<file path="config.mk">
export PLATFORM = sky130hd
export DESIGN_NAME = thread_sched_flat
export DESIGN_NICKNAME = d
export VERILOG_FILES = /design/src/rtl/thread_sched_pkg.sv /design/src/rtl/thread_sched_if.sv /design/src/rtl/thread_sched_rr_arbiter.sv /design/src/rtl/thread_sched.sv /design/src/flat_wrapper.sv
export SDC_FILE = /design/constraint.sdc
export NUM_CORES = 1
export LEC_CHECK = 0
export ABC_AREA = 1
export BUFFER_PORTS_ARGS = -buffer_cell sky130_fd_sc_hd__buf_2
export CORE_ASPECT_RATIO = 0.8
export CORE_MARGIN = 4
export CORE_UTILIZATION = 54
export DETAILED_ROUTE_END_ITERATION = 10
export MAX_ROUTING_LAYER = met4
export PLACE_DENSITY = 0.84
export SLEW_MARGIN = 20
export SYNTH_ARGS = -nofsm -noshare
export SYNTH_HDL_FRONTEND = slang
export SYNTH_HIERARCHICAL = 1
export SYNTH_SLANG_ARGS = --single-unit
export TNS_END_PERCENT = 30
</file>
<file path="constraint.sdc">
create_clock -name clk -period 4.1 [get_ports clk]
set_clock_uncertainty 0.05 [all_clocks]
set_input_delay 0 -clock clk [delete_from_list [all_inputs] [get_ports clk]]
set_output_delay 0 -clock clk [all_outputs]
set_load 0.05 [all_outputs]
</file>
<file path="src/rtl/thread_sched_pkg.sv">
// thread_sched_pkg: shared constants and types for the barrel-thread fetch scheduler
package thread_sched_pkg;
  localparam int NTHREADS = 8;
  localparam int TID_W = $clog2(NTHREADS);
  localparam int XLEN = 32;
  typedef enum logic [1:0] {IDLE = 2'b00, RUN = 2'b01, BR_WAIT = 2'b10, HALT = 2'b11} thr_state_t;
  typedef struct packed {
    logic valid;
    logic [TID_W-1:0] tid;
    logic [XLEN-1:0] pc;
  } sched_redir_t;
endpackage

</file>
<file path="src/rtl/thread_sched_if.sv">
// thread_sched_if: branch-resolution offer and PC redirect handshake
interface thread_sched_if;
  import thread_sched_pkg::*;
  logic res_valid, res_ready, res_taken, redir_valid, redir_ack;
  logic [TID_W-1:0] res_tid, redir_tid;
  logic [XLEN-1:0] res_pc, redir_pc;
  modport master(output res_valid, res_tid, res_taken, res_pc, redir_ack,
                 input res_ready, redir_valid, redir_tid, redir_pc);
  modport slave(input res_valid, res_tid, res_taken, res_pc, redir_ack,
                output res_ready, redir_valid, redir_tid, redir_pc);
endinterface

</file>
<file path="src/rtl/thread_sched_rr_arbiter.sv">
// rr_arbiter: combinational rotating-priority pick, first request at or after base
module rr_arbiter #(
  parameter int N = 8,
  localparam int W = $clog2(N)
) (
  input  logic [N-1:0] req,
  input  logic [W-1:0] base,
  output logic [N-1:0] grant,
  output logic [W-1:0] idx,
  output logic         any
);
  logic [W-1:0] j;
  always_comb begin
    grant = '0;
    idx = '0;
    any = 1'b0;
    j = base;
    for (int k = 0; k < N; k++) begin
      j = base + W'(k);
      if (!any && req[j]) begin
        grant[j] = 1'b1;
        idx = j;
        any = 1'b1;
      end
    end
  end
endmodule

</file>
<file path="src/rtl/thread_sched.sv">
// thread_sched: per-thread state tracking, round-robin fetch select and branch redirect
module thread_sched
  import thread_sched_pkg::*;
(
  input  logic                clk,
  input  logic                rst_n,
  input  logic                stall,
  input  logic [NTHREADS-1:0] thr_en,
  input  logic                dec_br,
  input  logic [TID_W-1:0]    dec_tid,
  input  logic                halt,
  input  logic [TID_W-1:0]    halt_tid,
  thread_sched_if.slave       bus,
  output logic                sel_valid,
  output logic [TID_W-1:0]    sel_tid,
  output logic                proto_err,
  output logic                idle
);
  thr_state_t st [NTHREADS];
  thr_state_t st_nx [NTHREADS];
  sched_redir_t redir, redir_nx;
  logic [TID_W-1:0] ptr, gnt_idx;
  logic [NTHREADS-1:0] run, gnt;
  logic any, acc, acc_bw, idle_nx;
  assign bus.res_ready = !redir.valid | bus.redir_ack;
  assign acc = bus.res_valid & bus.res_ready;
  assign acc_bw = acc & (st[bus.res_tid] == BR_WAIT);
  assign bus.redir_valid = redir.valid;
  assign bus.redir_tid = redir.tid;
  assign bus.redir_pc = redir.pc;
  always_comb begin
    idle_nx = 1'b1;
    for (int i = 0; i < NTHREADS; i++) begin
      run[i] = st[i] == RUN;
      st_nx[i] = st[i];
      if (halt && halt_tid == TID_W'(i) && st[i] != IDLE) st_nx[i] = HALT;
      else if (acc && bus.res_tid == TID_W'(i)) begin
        if (st[i] == BR_WAIT && !bus.res_taken) st_nx[i] = thr_en[i] ? RUN : IDLE;
      end
      else if (bus.redir_ack && redir.valid && redir.tid == TID_W'(i) && st[i] == BR_WAIT)
        st_nx[i] = thr_en[i] ? RUN : IDLE;
      else if (dec_br && dec_tid == TID_W'(i) && st[i] == RUN) st_nx[i] = BR_WAIT;
      else if (st[i] == IDLE && thr_en[i]) st_nx[i] = RUN;
      else if ((st[i] == RUN || st[i] == HALT) && !thr_en[i]) st_nx[i] = IDLE;
      idle_nx &= st_nx[i] != RUN;
    end
  end
  // a taken resolution reloads the slot in the same cycle an ack frees it
  always_comb begin
    redir_nx = redir;
    if (bus.redir_ack) redir_nx.valid = 1'b0;
    if (acc_bw && bus.res_taken) redir_nx = {1'b1, bus.res_tid, bus.res_pc};
  end
  rr_arbiter #(.N(NTHREADS)) u_arb (.req(run), .base(ptr), .grant(gnt), .idx(gnt_idx), .any(any));
  always_ff @(posedge clk or negedge rst_n) begin
    if (!rst_n) begin
      st <= '{default: IDLE};
      redir <= '0;
      ptr <= '0;
      sel_valid <= 1'b0;
      sel_tid <= '0;
      proto_err <= 1'b0;
      idle <= 1'b1;
    end else begin
      st <= st_nx;
      redir <= redir_nx;
      proto_err <= acc & !acc_bw;
      idle <= idle_nx;
      if (!stall) begin
        sel_valid <= |gnt;
        if (any) begin
          sel_tid <= gnt_idx;
          ptr <= gnt_idx + TID_W'(1);
        end
      end
    end
  end
endmodule

</file>
<file path="src/flat_wrapper.sv">
// flat-port wrapper written by rule: the top's interface ports become plain ports
module thread_sched_flat import thread_sched_pkg::*;
  (clk, rst_n, stall, thr_en, dec_br, dec_tid, halt, halt_tid, sel_valid, sel_tid, proto_err, idle, bus_res_valid, bus_res_tid, bus_res_taken, bus_res_pc, bus_redir_ack, bus_res_ready, bus_redir_valid, bus_redir_tid, bus_redir_pc);
  thread_sched_if bus_i ();
  input  logic clk;
  input  logic rst_n;
  input  logic stall;
  input  logic [NTHREADS-1:0] thr_en;
  input  logic dec_br;
  input  logic [TID_W-1:0] dec_tid;
  input  logic halt;
  input  logic [TID_W-1:0] halt_tid;
  output logic sel_valid;
  output logic [TID_W-1:0] sel_tid;
  output logic proto_err;
  output logic idle;
  input wire logic [$bits(bus_i.res_valid)-1:0] bus_res_valid;
  input wire logic [$bits(bus_i.res_tid)-1:0] bus_res_tid;
  input wire logic [$bits(bus_i.res_taken)-1:0] bus_res_taken;
  input wire logic [$bits(bus_i.res_pc)-1:0] bus_res_pc;
  input wire logic [$bits(bus_i.redir_ack)-1:0] bus_redir_ack;
  output wire logic [$bits(bus_i.res_ready)-1:0] bus_res_ready;
  output wire logic [$bits(bus_i.redir_valid)-1:0] bus_redir_valid;
  output wire logic [$bits(bus_i.redir_tid)-1:0] bus_redir_tid;
  output wire logic [$bits(bus_i.redir_pc)-1:0] bus_redir_pc;
  assign bus_i.res_valid = bus_res_valid;
  assign bus_i.res_tid = bus_res_tid;
  assign bus_i.res_taken = bus_res_taken;
  assign bus_i.res_pc = bus_res_pc;
  assign bus_i.redir_ack = bus_redir_ack;
  assign bus_res_ready = bus_i.res_ready;
  assign bus_redir_valid = bus_i.redir_valid;
  assign bus_redir_tid = bus_i.redir_tid;
  assign bus_redir_pc = bus_i.redir_pc;
  thread_sched u_core (.clk(clk), .rst_n(rst_n), .stall(stall), .thr_en(thr_en), .dec_br(dec_br), .dec_tid(dec_tid), .halt(halt), .halt_tid(halt_tid), .bus(bus_i), .sel_valid(sel_valid), .sel_tid(sel_tid), .proto_err(proto_err), .idle(idle));
endmodule
</file>
After elaboration in Yosys (flattened, before gate mapping)
Cells that the tools add are included.

word-level totals
  word-level logic and storage cells = 393
  output and inout bits = 43
  input port bits = 57
  bits in registers = 61

operators by class
  order comparisons = 17
  $add $sub $neg = 8
  equality and inequality tests = 61
  bitwise gates (word level) = 20
  multiplexer cells = 125
  reductions and logical operators = 146

operators by type and width
  cell                   count
  $mux W2                58
  $logic_and A1 B1 Y1    97
  $mux W8                8
  $or A8 B8 Y8           7
  $eq A3 B3 Y1 const B   16
  $mux W36               1
  $eq A2 B2 Y1 const B   17
  $mux W1                33
  $lt A3 B4 Y1 const B   8
  $bmux W1 S3            8
  $demux W1 S3           8
  $eq A3 B2 Y1 const B   8
  $ge A3 B1 Y1 const B   8
  $mux W3                8
  $logic_not A1 Y1       18
  $reduce_bool A2 Y1     9
  $eq A2 B1 Y1 const B   8
  $logic_not A2 Y1       8
  $ne A2 B1 Y1 const B   8
  $add A3 B3 Y3 const B  4
  $eq A3 B1 Y1 const B   4
  $logic_not A3 Y1       4
  $and A1 B1 Y1          10
  $logic_or A1 B1 Y1     8
  9 further kinds        11

Depth between registers and ports, before layout
Gate-level depths: netlist of the first run.

  depth after elaboration = 26
  depth in mapped cells = 20
  depth with buffers taken out = 17

Cells and area by module
Netlist of the first run, hierarchy kept.

modules (own cells, without submodules)
  module        times used  area each (µm²)  seq. area each (µm²)  cells an instance
  thread_sched  1           3,572.2          1,527.7               550
  rr_arbiter    1           1,551.5          0.0                   305

Worst setup path before layout of the first run
No wires, ideal clock.

  kind = register to register
  start = reg u_core.ptr[0]
  end = reg u_core.sel_valid
  path buffers = 5
  slack = 1,210 ps
  arrival = 2,721 ps
  cell stages (with the launch flop) = 19
  clock period less this slack = 2,890 ps
  data required time = 3,932 ps
  library setup time = 118 ps
  cells stage by stage = dfrtp_1 buf_6 inv_4 buf_6 buf_2 ha_1 buf_2 nand3_1 nand2_1 nor2_1 nor2_4 nand4_4 buf_2 nor3_1 nor2_1 nand3_1 nor4_1 a21oi_1 a21o_1

on the way
  word-level cells in the longest chain between the ends = 25
  elaborated cells on any way between the ends = 100
  classes of those cells = 7 x add/sub; 16 x order compare; 47 x mux; 7 x bitwise; 23 x reduce/logical

ends and longest elaborated chain
  what                                                                   line                           RTL
  start: declaration                                                     thread_sched.sv:22             logic [TID_W-1:0] ptr, gnt_idx;
  start signal: assignment                                               thread_sched.sv:73             ptr <= gnt_idx + TID_W'(1);
  parallel branches: the longest is 23 deep, another holds $lt A3 B4 Y1  -
  $mux W8 (*)                                                            thread_sched_rr_arbiter.sv:20  if (!any && req[j]) begin
  via u_core.gnt[1]                                                      thread_sched.sv:23             logic [NTHREADS-1:0] run, gnt;
  $reduce_or A8 Y1 (*)                                                   thread_sched.sv:70             sel_valid <= |gnt;
  end signal: assignment                                                 thread_sched.sv:70
  end: declaration                                                       thread_sched.sv:14             output logic sel_valid,

Mark *: on every way through the listed nets, which the timed path passes. The select of a mux whose other input is x is not followed.
A chain may end at the register's enable or synchronous reset.

Final worst setup path of the first run
  start = reg u_core.ptr[1]
  end = reg u_core.ptr[2]

on the way
  word-level cells in the longest chain between the ends = 25
  elaborated cells on any way between the ends = 55
  classes of those cells = 8 x add/sub; 32 x mux; 15 x reduce/logical

ends and longest elaborated chain
  what                                                                    line
  parallel branches: the longest is 23 deep, another holds $add A3 B1 Y3  -
  $mux W3 (*)                                                             thread_sched_rr_arbiter.sv:20
  via u_core.gnt_idx[0]                                                   thread_sched.sv:22
  $add A3 B1 Y3 (*)                                                       thread_sched.sv:73

Marked as above.

==> results.ini, run 1 <==
[status]
status = finished, final reports clean

[logic_synthesis]
synth_seq_cells = 61
ys.flop_type = dfrtp_1
yosys_warnings = 6
syn_area_mm2 = 0.005124
yosys.cell_types.count = 35
synth-xor-area-share_pct = 0.1709
ys_seq_area_share_pct = 29.82
synth-async-reset-ratio_pct = 100.0
synth_mux_area_share_pct = 0
synth-simple-area-share_pct = 51.11
syn_inst = 855
synth_compound_area_share_pct = 5.446
synth_top_family_by_area = simple AND/OR/NAND/NOR gates
yosys.area_share.adder_pct = 1.709
synth_area_per_cell_um2 = 5.993
synth_edf_count = 0
syn_nets = 919

[routing]
wirelength_um = 16990
drt_iter0_drc = 723
viasPerCell = 5.615
detail-route-antenna-nets = 0
drcViolationCount = 0
vias = 6182
firstDrtPassIters = 6
wl_per_cell_um = 15.43

[sta]
report.final.slew_viol_count = 0
tightestPinTransition_ns = 0.8435
fmax_ghz = 0.2851
hold_viol_final = 0
max_slew_margin_pct = 43.26
finalSetupViolations = 0
rsz0062_at_grt = false
finalCriticalPeriod_ns = 3.508
setup_tns_ns = 0
period_share_pct = 85.55
layout_setup_ws_ns = 0.5924
holdWs_ns = 0.01550

[floorplan]
coreArea_mm2 = 0.009154
std_cell_rows = 31
initial_utilization_pct = 55.97
die-area_mm2 = 0.01112
die_w_um = 116.9
die_h_um = 95.13
pin_count = 100

[finish]
fin_cells = 1101
nets = 1045
fin_area_mm2 = 0.006330
fillers = 758
drive_gt1_share_pct = 15.72
fin_util_pct = 69.15
seq_area_mm2 = 0.001528
multi_input_comb_area_mm2 = 0.002997
antennaDiodeCount = 0
area_growth_pct = 23.54

[grt]
antenna_found_initial = 0
grt-ovfl-total = 0
grt_usage_pct = 32.67
grt_pass1_wl_um = 28080
grt_max_degree = 48
grt_pass1_vias = 5722

[worst_setup_path]
max_stage_delay_ns = 0.59
r2r_start = u_core/ptr[1]$_DFFE_PN0P_
crit_type = reg -> reg
required_ns = 4.25
start_kind = flop
crit_chain = inv_2 > ha_1 > buf_4 > nand3_1 > nand3_1 > nand2_1 > nor2_2 > nand4_4 > nor2_4 > nand4_1 > nand3_1 > ha_1 > xnor2_1 > o21ai_0
timing.reg2reg.setup_slack_ns = 0.59
crit_start = u_core/ptr[1]$_DFFE_PN0P_
slowest_stage = dfrtp_1
worstPathArrival_ns = 3.66
endpoint_kind = flop
path_max_fanout = 23
reg2reg_depth = 14
r2r-end = u_core/ptr[2]$_DFFE_PN0P_
cp_common_cell = nand3_1

[clock_network]
clock_latency_ns = 0.32
cts_made_buffers = 9
cts_sinks = 61
postCtsSetupBuffers = 0
cts_root_buffer = clkbuf_16
cts.path.max_buffers = 2
cts_resized = 0
clk_pin_slew_ns = 0.06
htree_num_levels = 3
tritoncts = done

[power]
power_mw = 5.611
leakagePower_nw = 3.568
power_density_mw_per_mm2 = 886.4
ir_worst_vdd_mv = 0.6418

[job]
maxCapViolCount = 0

[placement]
dp_hpwl_um = 11680
place_worst_setup_slack_ns = 0.7264
placed_area_mm2 = 0.005609
placed_cells = 1043
io_buffer_count = 99
place.gp.congestion = 1.018

[worst_hold_path]
worst_hold_path_type = in -> reg
hold_depth = 3
min_from = bus_res_tid[0]
min_to = u_core/bus.redir_tid[0]$_DFFE_PN0P_

==> state kept, by name, summed over array words and instances (netlist names) <==
register / flops
u_core/ptr: 3
u_core/proto_err: 1
u_core/bus.redir_valid: 1
u_core/bus.redir_pc: 32
u_core/st: 16
u_core/sel_valid: 1
u_core/idle: 1
u_core/bus.redir_tid: 3
u_core/sel_tid: 3
==> worst max-delay path, delay by kind of cell (launching register included) <==
| family | cells | cell delay, ns |
|---|---|---|
| XOR/XNOR | 1 | 0.11 |
| buffers and inverters | 2 | 0.37 |
| flip-flops | 1 | 0.59 |
| AO/OA/AOI/OAI | 1 | 0.09 |
| adder cells (fa/ha/maj) | 2 | 0.53 |
| AND/OR/NAND/NOR | 8 | 1.65 |
==> metal layers <==
layer | up-vias | track usage (%) | share of wire, %
li1 | 2969 | - | -
met1 | 2748 | 47.99 | 43
met2 | 435 | 44.84 | 41
met3 | 30 | 8.185 | 14
met4 | 0 | 8.214 | 1.6
met5 | - | - | 0
==> power by group <==
part	internal (mW)	switching (mW)	total (mW)	leakage [nW]
registers	0.856	0.225	1.08	0.761
clock network	0.472	0.290	0.762	0.138
logic	0.971	2.80	3.77	2.67
total	2.30	3.31	5.61	3.57
==> cell type report <==
cell class / count / share of cell area, %
timing repair buffer: 147 / 15.18
inverter: 106 / 6.325
clock buffer: 9 / 3.558
multi-input combinational: 656 / 47.34
tap: 115 / 2.273
sequential: 61 / 24.14
clock inverter: 7 / 1.186
==> timing repair <==
action / CTS / global route
hold buffers: 42 / 0
endpoints found under the hold margin: 58 / 0
setup endpoints to repair: 0 / 0
==> layout by cell type (no fill, tap or decap), types with 15 or more instances in the layout <==
cell type and count:
nor2_1 122, inv_1 94, a21oi_1 21, dfrtp_1 60
buf_2 99, nand4_1 15, nor3_1 30, o21ai_0 16
nand2_1 271, dlygate4sd3_1 42, nand3_1 135
==> cells by family (layout without fill, tap and decap cells) <==
logic type,after synthesis,count (layout)
simple gates,599,599
buf+inv,138,269
flops,61,61
compound gates,49,49
fa+ha+maj,7,7
xor+xnor,1,1
==> Yosys cell counts, types with 2 or more instances <==
| library cell | number | area share (%) |
|---|---|---|
| a21boi_0 | 3 | 0.44 |
| a21oi_1 | 21 | 2.1 |
| a22oi_1 | 2 | 0.29 |
| buf_2 | 17 | 1.7 |
| buf_6 | 8 | 1.8 |
| clkbuf_1 | 6 | 0.44 |
| clkinv_1 | 2 | 0.15 |
| dfrtp_1 | 60 | 29 |
| ha_1 | 7 | 1.7 |
| inv_1 | 94 | 6.9 |
| inv_2 | 9 | 0.66 |
| nand2_1 | 271 | 20 |
| nand2_2 | 5 | 0.61 |
| nand2_4 | 2 | 0.44 |
| nand3_1 | 135 | 13 |
| nand3_2 | 6 | 1.2 |
| nand4_1 | 15 | 1.8 |
| nor2_1 | 123 | 9.0 |
| nor2_2 | 4 | 0.49 |
| nor2_4 | 3 | 0.66 |
| nor3_1 | 30 | 2.9 |
| nor4_1 | 2 | 0.24 |
| o21a_1 | 2 | 0.29 |
| o21ai_0 | 16 | 1.6 |
| o21bai_1 | 2 | 0.29 |
==> worst max-delay path by stage <==
| stage | end | slack [ns] | cells after the start |
|---|---|---|---|
| after floorplan | u_core/sel_valid$_DFFE_PN0N_ | 1.21 | 18 |
| after global placement | u_core/ptr[2]$_DFFE_PN0P_ | 0.82 | 14 |
| after detailed placement | u_core/ptr[2]$_DFFE_PN0P_ | 0.73 | 14 |
| after CTS | u_core/ptr[2]$_DFFE_PN0P_ | 0.67 | 14 |
| after global routing | u_core/ptr[2]$_DFFE_PN0P_ | 0.31 | 14 |
| final | u_core/ptr[2]$_DFFE_PN0P_ | 0.59 | 14 |
No activity file was read; power rests on OpenSTA's default activity.
==> inputs of run 2 (changes only) <==
Settings changed: RECOVER_POWER from default to 100, TNS_END_PERCENT 30 to default.
==> run 2 against run 1 <==
The run now ends with max-capacitance violations, max-slew violations left; hold slack worse by 0.0018 ns; combinational power is 2% lower; sequential share of layout area is 0.25 points higher; power is 1.0% lower; non-clock buffer count stayed put; die area stayed put; maximum frequency is 0.91% lower; global-route usage stayed put; first-iteration DRC count is 11% higher; clock power hardly changed; highest routed layer unchanged; sequential power hardly changed.
==> results.ini, run 2 (same netlist as run 1, synthesis figures left out) <==
[finish]
largest_reg_flops = 32  ; unchanged
fin_area_mm2 = 0.006265  ; -1.0%
area_growth_pct = 22.27
fin_cells = 1101  ; unchanged
drive_gt1_share_pct = 10.85  ; -4.9 points
layout_common_cells = nand2_1 (272), nand3_1 (135), nor2_1 (123)
fillers = 794  ; +4.7%
layout_commonest_cell = nand2_1
antennaDiodeCount = 0  ; unchanged
multi_input_comb_area_mm2 = 0.002992  ; -0.17%
fin_util_pct = 68.44  ; -0.71 points
seq_area_mm2 = 0.001528  ; unchanged
nets = 1045  ; unchanged

[routing]
wl_per_cell_um = 15.36  ; -0.43%
drt_iter0_drc = 801  ; +11%
wirelength_um = 16920  ; -0.43%
viasPerCell = 5.649  ; +0.60%
detail-route-antenna-nets = 0  ; unchanged
firstDrtPassIters = 8  ; +2
drcViolationCount = 0  ; unchanged
vias = 6219  ; +0.60%

[status]
status = complete, but fails checks
violations = max-capacitance violations, max-slew violations

[grt]
antenna_found_initial = 0  ; unchanged
grt_pass1_wl_um = 28080  ; unchanged
grt_pass1_vias = 5722  ; unchanged
grt_usage_pct = 32.67  ; unchanged
grt-ovfl-total = 0  ; unchanged
grt_max_degree = 48  ; unchanged

[clock_network]
hold_buffers = 42  ; unchanged
tritoncts = done
cts_resized = 0  ; unchanged
cts_root_buffer = clkbuf_16
clk_pin_slew_ns = 0.06  ; about the same
htree_num_levels = 3  ; unchanged
cts_made_buffers = 9  ; unchanged
cts.path.max_buffers = 2  ; unchanged
clock_latency_ns = 0.32  ; about the same
cts_sinks = 61  ; unchanged
postCtsSetupBuffers = 0  ; unchanged

[sta]
tightestPinTransition_ns = 2.424  ; +1.580 ns
finalCriticalPeriod_ns = 3.540  ; +0.03228 ns
finalSetupViolations = 0  ; unchanged
period_share_pct = 86.34  ; +0.79 points
max_slew_margin_pct = -61.59  ; -100 points
layout_setup_ws_ns = 0.5601  ; -0.03228 ns
setup_tns_ns = 0  ; unchanged
holdWs_ns = 0.01368  ; -0.001818 ns
hold_viol_final = 0  ; unchanged
report.final.slew_viol_count = 48  ; +48
fmax_ghz = 0.2825  ; -0.91%
rsz0062_at_grt = false

[worst_setup_path]
required_ns = 4.25  ; about the same
slowest_stage = dfrtp_1
crit_chain = inv_2 > ha_1 > buf_4 > nand3_1 > nand3_1 > nand2_1 > nor2_1 > nand4_4 > nor2_4 > nand4_1 > nand3_1 > ha_1 > xnor2_1 > o21ai_0
cp_common_cell = nand3_1
endpoint_kind = flop
r2r_start = u_core/ptr[1]$_DFFE_PN0P_
timing.reg2reg.setup_slack_ns = 0.56  ; -0.03 ns
r2r-end = u_core/ptr[2]$_DFFE_PN0P_
max_stage_delay_ns = 0.59  ; about the same
crit_type = reg -> reg
start_kind = flop
path_max_fanout = 23  ; unchanged
reg2reg_depth = 14  ; unchanged
crit_start = u_core/ptr[1]$_DFFE_PN0P_
worstPathArrival_ns = 3.69  ; +0.03 ns

[floorplan]
initial_utilization_pct = 55.97  ; unchanged
std_cell_rows = 31  ; unchanged
die_h_um = 95.13  ; unchanged
pin_count = 100  ; unchanged
die_w_um = 116.9  ; unchanged
die-area_mm2 = 0.01112  ; unchanged
coreArea_mm2 = 0.009154  ; unchanged

[worst_hold_path]
hold_depth = 3  ; unchanged
worst_hold_path_type = in -> reg
min_to = u_core/bus.redir_tid[0]$_DFFE_PN0P_
min_from = bus_res_tid[0]

[placement]
io_buffer_count = 99  ; unchanged
place_worst_setup_slack_ns = 0.7264  ; unchanged
dp_hpwl_um = 11680  ; unchanged
place.gp.congestion = 1.018  ; unchanged
placed_area_mm2 = 0.005609  ; unchanged
placed_cells = 1043  ; unchanged

[power]
power_mw = 5.553  ; -1.0%
leakagePower_nw = 3.416  ; -4.3%
power_density_mw_per_mm2 = 886.3  ; about the same
ir_worst_vdd_mv = 0.5990  ; -6.7%

[job]
maxCapViolCount = 1  ; +1

run 2: cell types whose count changed in the layout (fill, tap and decap cells not counted), sizes merged:
cell    change
buf        -46
clkbuf     +46
run 2: cell type report:
class,instances,area share (%)
multi-input cells,656,47.75
well taps,115,2.297
flip-flops and latches,61,24.39
clock inverters,7,1.198
repair buffers,147,14.38
clock buffers,9,3.595
inverters,106,6.391
run 2: report_power, final:
| group | switching [mW] | leakage [nW] | internal (mW) |
|---|---|---|---|
| combinational | 2.80 | 2.52 | 0.910 |
| sequential | 0.230 | 0.761 | 0.856 |
| clock | 0.290 | 0.138 | 0.472 |
run 2: how the worst max path moves through the flow:
stage,endpoint,slack [ns]
after global placement,u_core/ptr[2]$_DFFE_PN0P_,0.82
after floorplan,u_core/sel_valid$_DFFE_PN0N_,1.21
after CTS,u_core/ptr[2]$_DFFE_PN0P_,0.67
after global routing,u_core/ptr[2]$_DFFE_PN0P_,0.25
after detailed placement,u_core/ptr[2]$_DFFE_PN0P_,0.73
final,u_core/ptr[2]$_DFFE_PN0P_,0.56
run 2: worst max-delay path: cells and delay by family (launching register included):
kind	cells	cell delay (ns)
fa+ha+maj	2	0.53
xor+xnor	1	0.11
buf+inv	2	0.37
flops	1	0.59
compound gates	1	0.09
simple gates	8	1.67
run 2: per-layer routing:
metal / global-route usage [%] / vias to the layer above / wire length (um)
li1: - / 2967 / -
met1: 47.99 / 2808 / 7374
met2: 44.84 / 401 / 6937
met3: 8.185 / 43 / 2245
met4: 8.214 / 0 / 358
met5: - / - / 0
==> inputs of run 3 (changes only) <==
Settings changed: CORE_UTILIZATION 54 to 46, PLACE_DENSITY 0.84 to 0.76, SYNTH_HIERARCHICAL 1 to default.
==> run 3 against run 2 <==
The run still ends with max-capacitance violations, max-slew violations left; combinational power down 14%; clock-buffer cell count increased by 1; non-clock buffer count fell by 2; via count down 22%; synthesized cell count shrank 29%; first-iteration DRC count decreased by 48%; clock power grew 4.5%; hold slack improved by 0.0042 ns; power down 7.9%; highest routed layer unchanged; critical path depth did not move; sequential power increased by 5%.
==> results.ini, run 3 <==
[routing]
detail-route-antenna-nets = 0  ; unchanged
vias = 4821  ; -22%
drt_iter0_drc = 416  ; -48%
viasPerCell = 5.561  ; -1.6%
wirelength_um = 13550  ; -20%
firstDrtPassIters = 6  ; -2
drcViolationCount = 0  ; unchanged
wl_per_cell_um = 15.63  ; +1.7%

[logic_synthesis]
yosys_warnings = 0  ; -6
synth_compound_area_share_pct = 8.849  ; +3.4 points
synthTopCellsByCount = nand2_1 (167), nand3_1 (109), inv_1 (70)
synth_area_per_cell_um2 = 6.814  ; +14%
synth_mux_area_share_pct = 0  ; unchanged
synth_top_area_share_pct = 36.24  ; +6.9 points
syn_inst = 608  ; -29%
yosysMostFrequentCell = nand2_1
synth_edf_count = 0  ; unchanged
synth_seq_cells = 61  ; unchanged
yosys.area_share.adder_pct = 2.114  ; +0.40 points
ys.flop_type = dfrtp_1
synth-async-reset-ratio_pct = 100.0  ; unchanged
synth-simple-area-share_pct = 43.07  ; -8.0 points
yosys.cell_types.count = 40  ; +14%
synth_area_leaders = dfrtp_1 (36%), nand2_1 (15%), nand3_1 (13%)
synth-xor-area-share_pct = 0.6040  ; +0.43 points
syn_nets = 672  ; -27%
synth_top_family_by_area = simple AND/OR/NAND/NOR gates
ys_seq_area_share_pct = 36.88  ; +7.1 points
syn_area_mm2 = 0.004143  ; -19%
synth_top_cell_by_area = dfrtp_1

[sta]
max_slew_margin_pct = -5.605  ; +56 points
period_share_pct = 83.99  ; -2.4 points
hold_viol_final = 0  ; unchanged
fmax_ghz = 0.2904  ; +2.8%
report.final.slew_viol_count = 62  ; +29%
rsz0062_at_grt = false
tightestPinTransition_ns = 1.584  ; -0.8397 ns
setup_tns_ns = 0  ; unchanged
finalSetupViolations = 0  ; unchanged
finalCriticalPeriod_ns = 3.443  ; -0.09642 ns

[floorplan]
die_w_um = 114.1  ; -2.4%
die_h_um = 92.88  ; -2.4%
std_cell_rows = 30  ; -3.2%
pin_count = 100  ; unchanged
die-area_mm2 = 0.01060  ; -4.7%
coreArea_mm2 = 0.008633  ; -5.7%
initial_utilization_pct = 47.99  ; -8.0 points

[placement]
io_buffer_count = 99  ; unchanged
dp_hpwl_um = 9717  ; -17%
place.gp.congestion = 0.9698  ; -4.8%
placed_cells = 809  ; -22%

[status]
status = complete, but fails checks
violations = max-capacitance violations, max-slew violations

[grt]
antenna_found_initial = 0  ; unchanged
met1_usage_pct = 39.65  ; -8.3 points
grt_use_met3_pct = 6.989  ; -1.2 points
grt_max_degree = 62  ; +29%
top_usage_layer = met1
grt_pass1_vias = 4643  ; -19%
use_met2_pct = 38.69  ; -6.1 points
grt_pass1_wl_um = 22780  ; -19%
grt-ovfl-total = 0  ; unchanged
grt_usage_pct = 27.78  ; -4.9 points

[finish]
nets = 814  ; -22%
largest_reg_flops = 32  ; unchanged
fillers = 791  ; -0.38%
antennaDiodeCount = 0  ; unchanged
drive_gt1_share_pct = 13.25  ; +2.4 points
layout_common_cells = nand2_1 (169), nand3_1 (111), inv_1 (71)
area_growth_pct = 30.08
fin_cells = 867  ; -21%
layout_commonest_cell = nand2_1

[power]
switching_share_pct = 56.47  ; -3.2 points
netSwitchingPower_mw = 2.889  ; -13%
ir_worst_vdd_mv = 0.6054  ; +1.1%
clock_power_share_pct = 15.6  ; +1.9 points
p_int_mw = 2.227  ; -0.45%
seqPwrFrac_pct = 22.2  ; +2.7 points
leakagePower_nw = 2.802  ; -18%
power_density_mw_per_mm2 = 949.4  ; +7.1%
combPwrFrac_pct = 62.2  ; -4.5 points

[worst_setup_path]
crit_chain = inv_1 > ha_1 > inv_1 > nand3_1 > nand3_1 > nand2_1 > nor2_4 > nand4_4 > nor2_1 > nand4_1 > nand3_1 > ha_1 > nand2_1 > o21ai_2
path_max_fanout = 11  ; -52%
cp_common_cell = nand3_1
worstPathArrival_ns = 3.61  ; -0.08 ns
crit_type = reg -> reg
slowest_stage = dfrtp_1
max_stage_delay_ns = 0.55  ; -0.04 ns
start_kind = flop
required_ns = 4.27  ; +0.02 ns
endpoint_kind = flop

[clock_network]
hold_buffers = 42  ; unchanged
postCtsSetupBuffers = 0  ; unchanged
cts.path.max_buffers = 2  ; unchanged
cts_resized = 0  ; unchanged
clock_latency_ns = 0.33  ; about the same
cts_root_buffer = clkbuf_16
cts_made_buffers = 9  ; unchanged
htree_num_levels = 3  ; unchanged
clk_pin_slew_ns = 0.06  ; about the same
cts_sinks = 61  ; unchanged
tritoncts = done

[job]
maxCapViolCount = 1  ; unchanged

[worst_hold_path]
worst_hold_path_type = in -> reg

==> run 3: cell count changes in the layout (fill, tap and decap cells not counted), sizes merged, moves of 4 or more <==
| cell | before | now |
|---|---|---|
| nand2 | 278 | 172 |
| o211ai | 0 | 4 |
| o2111ai | 0 | 4 |
| nand4 | 16 | 12 |
| o22ai | 0 | 4 |
| nor2 | 130 | 64 |
| nor3 | 30 | 15 |
| nand3 | 141 | 117 |
| inv | 105 | 77 |
| a21oi | 21 | 12 |
| o21ai | 16 | 26 |
==> run 3: area by class of cell <==
class	instances	area, um2	share of cell area, %
multi-input cells	457	2238	41.54
flip-flops and latches	61	1528	28.35
repair buffers	145	888.4	16.48
inverters	76	285.3	5.294
clock buffers	10	239.0	4.435
well taps	112	140.1	2.600
clock inverters	6	70.07	1.300
==> run 3: kinds of logic after synthesis <==
logic type | after synthesis
AND/OR/NAND/NOR | 390
buffers and inverters | 90
flip-flops | 61
AO/OA/AOI/OAI | 58
adder cells (fa/ha/maj) | 7
XOR/XNOR | 2
==> run 3: layer usage <==
| metal | wire (um) | vias up |
|---|---|---|
| li1 | - | 2291 |
| met1 | 6160 | 2213 |
| met2 | 5633 | 290 |
| met3 | 1545 | 27 |
| met4 | 213 | 0 |
| met5 | 0 | - |
==> run 3: power groups by stage <==
stage / logic [mW] / registers (mW) / clock network, mW
2_1_floorplan: 1.80 / 1.77 / 0
3_3_place_gp: 3.17 / 1.12 / 0
3_5_place_dp: 3.20 / 1.12 / 0
4_1_cts: 3.24 / 1.12 / 0.803
5_1_grt: 3.53 / 1.17 / 0.836
6_report: 3.18 / 1.14 / 0.796
==> run 3: worst paths after layout <==
| check | end | cells past startpoint | from | slack (ns) |
|---|---|---|---|---|
| worst max-delay path | u_core.ptr[1]$_DFFE_PN0P_ | 14 | u_core.ptr[1]$_DFFE_PN0P_ | 0.66 |
| worst min-delay path | u_core.st[11]$_DFF_PN0_ | 4 | thr_en[2] | 0.02 |
| worst max register to register | u_core.ptr[1]$_DFFE_PN0P_ | 14 | u_core.ptr[1]$_DFFE_PN0P_ | 0.66 |
| worst min register to register | u_core.bus.redir_pc[10]$_DFFE_PN0P_ | 2 | u_core.bus.redir_pc[10]$_DFFE_PN0P_ | 0.42 |
| max in group asynchronous | u_core.st[11]$_DFF_PN0_ | 3 | rst_n | 2.41 |
| min in group asynchronous | u_core.st[14]$_DFF_PN0_ | 3 | rst_n | 0.61 |
==> run 3: worst max-delay path, delay by kind of cell, from the launching register on <==
kind	cells	cell delay, ns
AO/OA/AOI/OAI	1	0.05
adder cells (fa/ha/maj)	2	0.68
buffers and inverters	2	0.50
flip-flops	1	0.55
AND/OR/NAND/NOR	9	1.49
==> run 3: stage by stage <==
step	util, %	hold slack, ns	area [um2]	setup WS [ns]	total power [mW]
3_3_place_gp	54.96	0.1635	4745	1.086	4.293
6_report	62.42	0.01792	5389	0.6565	5.116
2_1_floorplan	-	-0.3456	4143	1.425	3.567
3_5_place_dp	54.96	0.1774	4745	0.9942	4.325
4_1_cts	63.41	0.008185	5474	0.9751	5.168
5_1_grt	62.42	0.06957	5389	0.3524	5.543
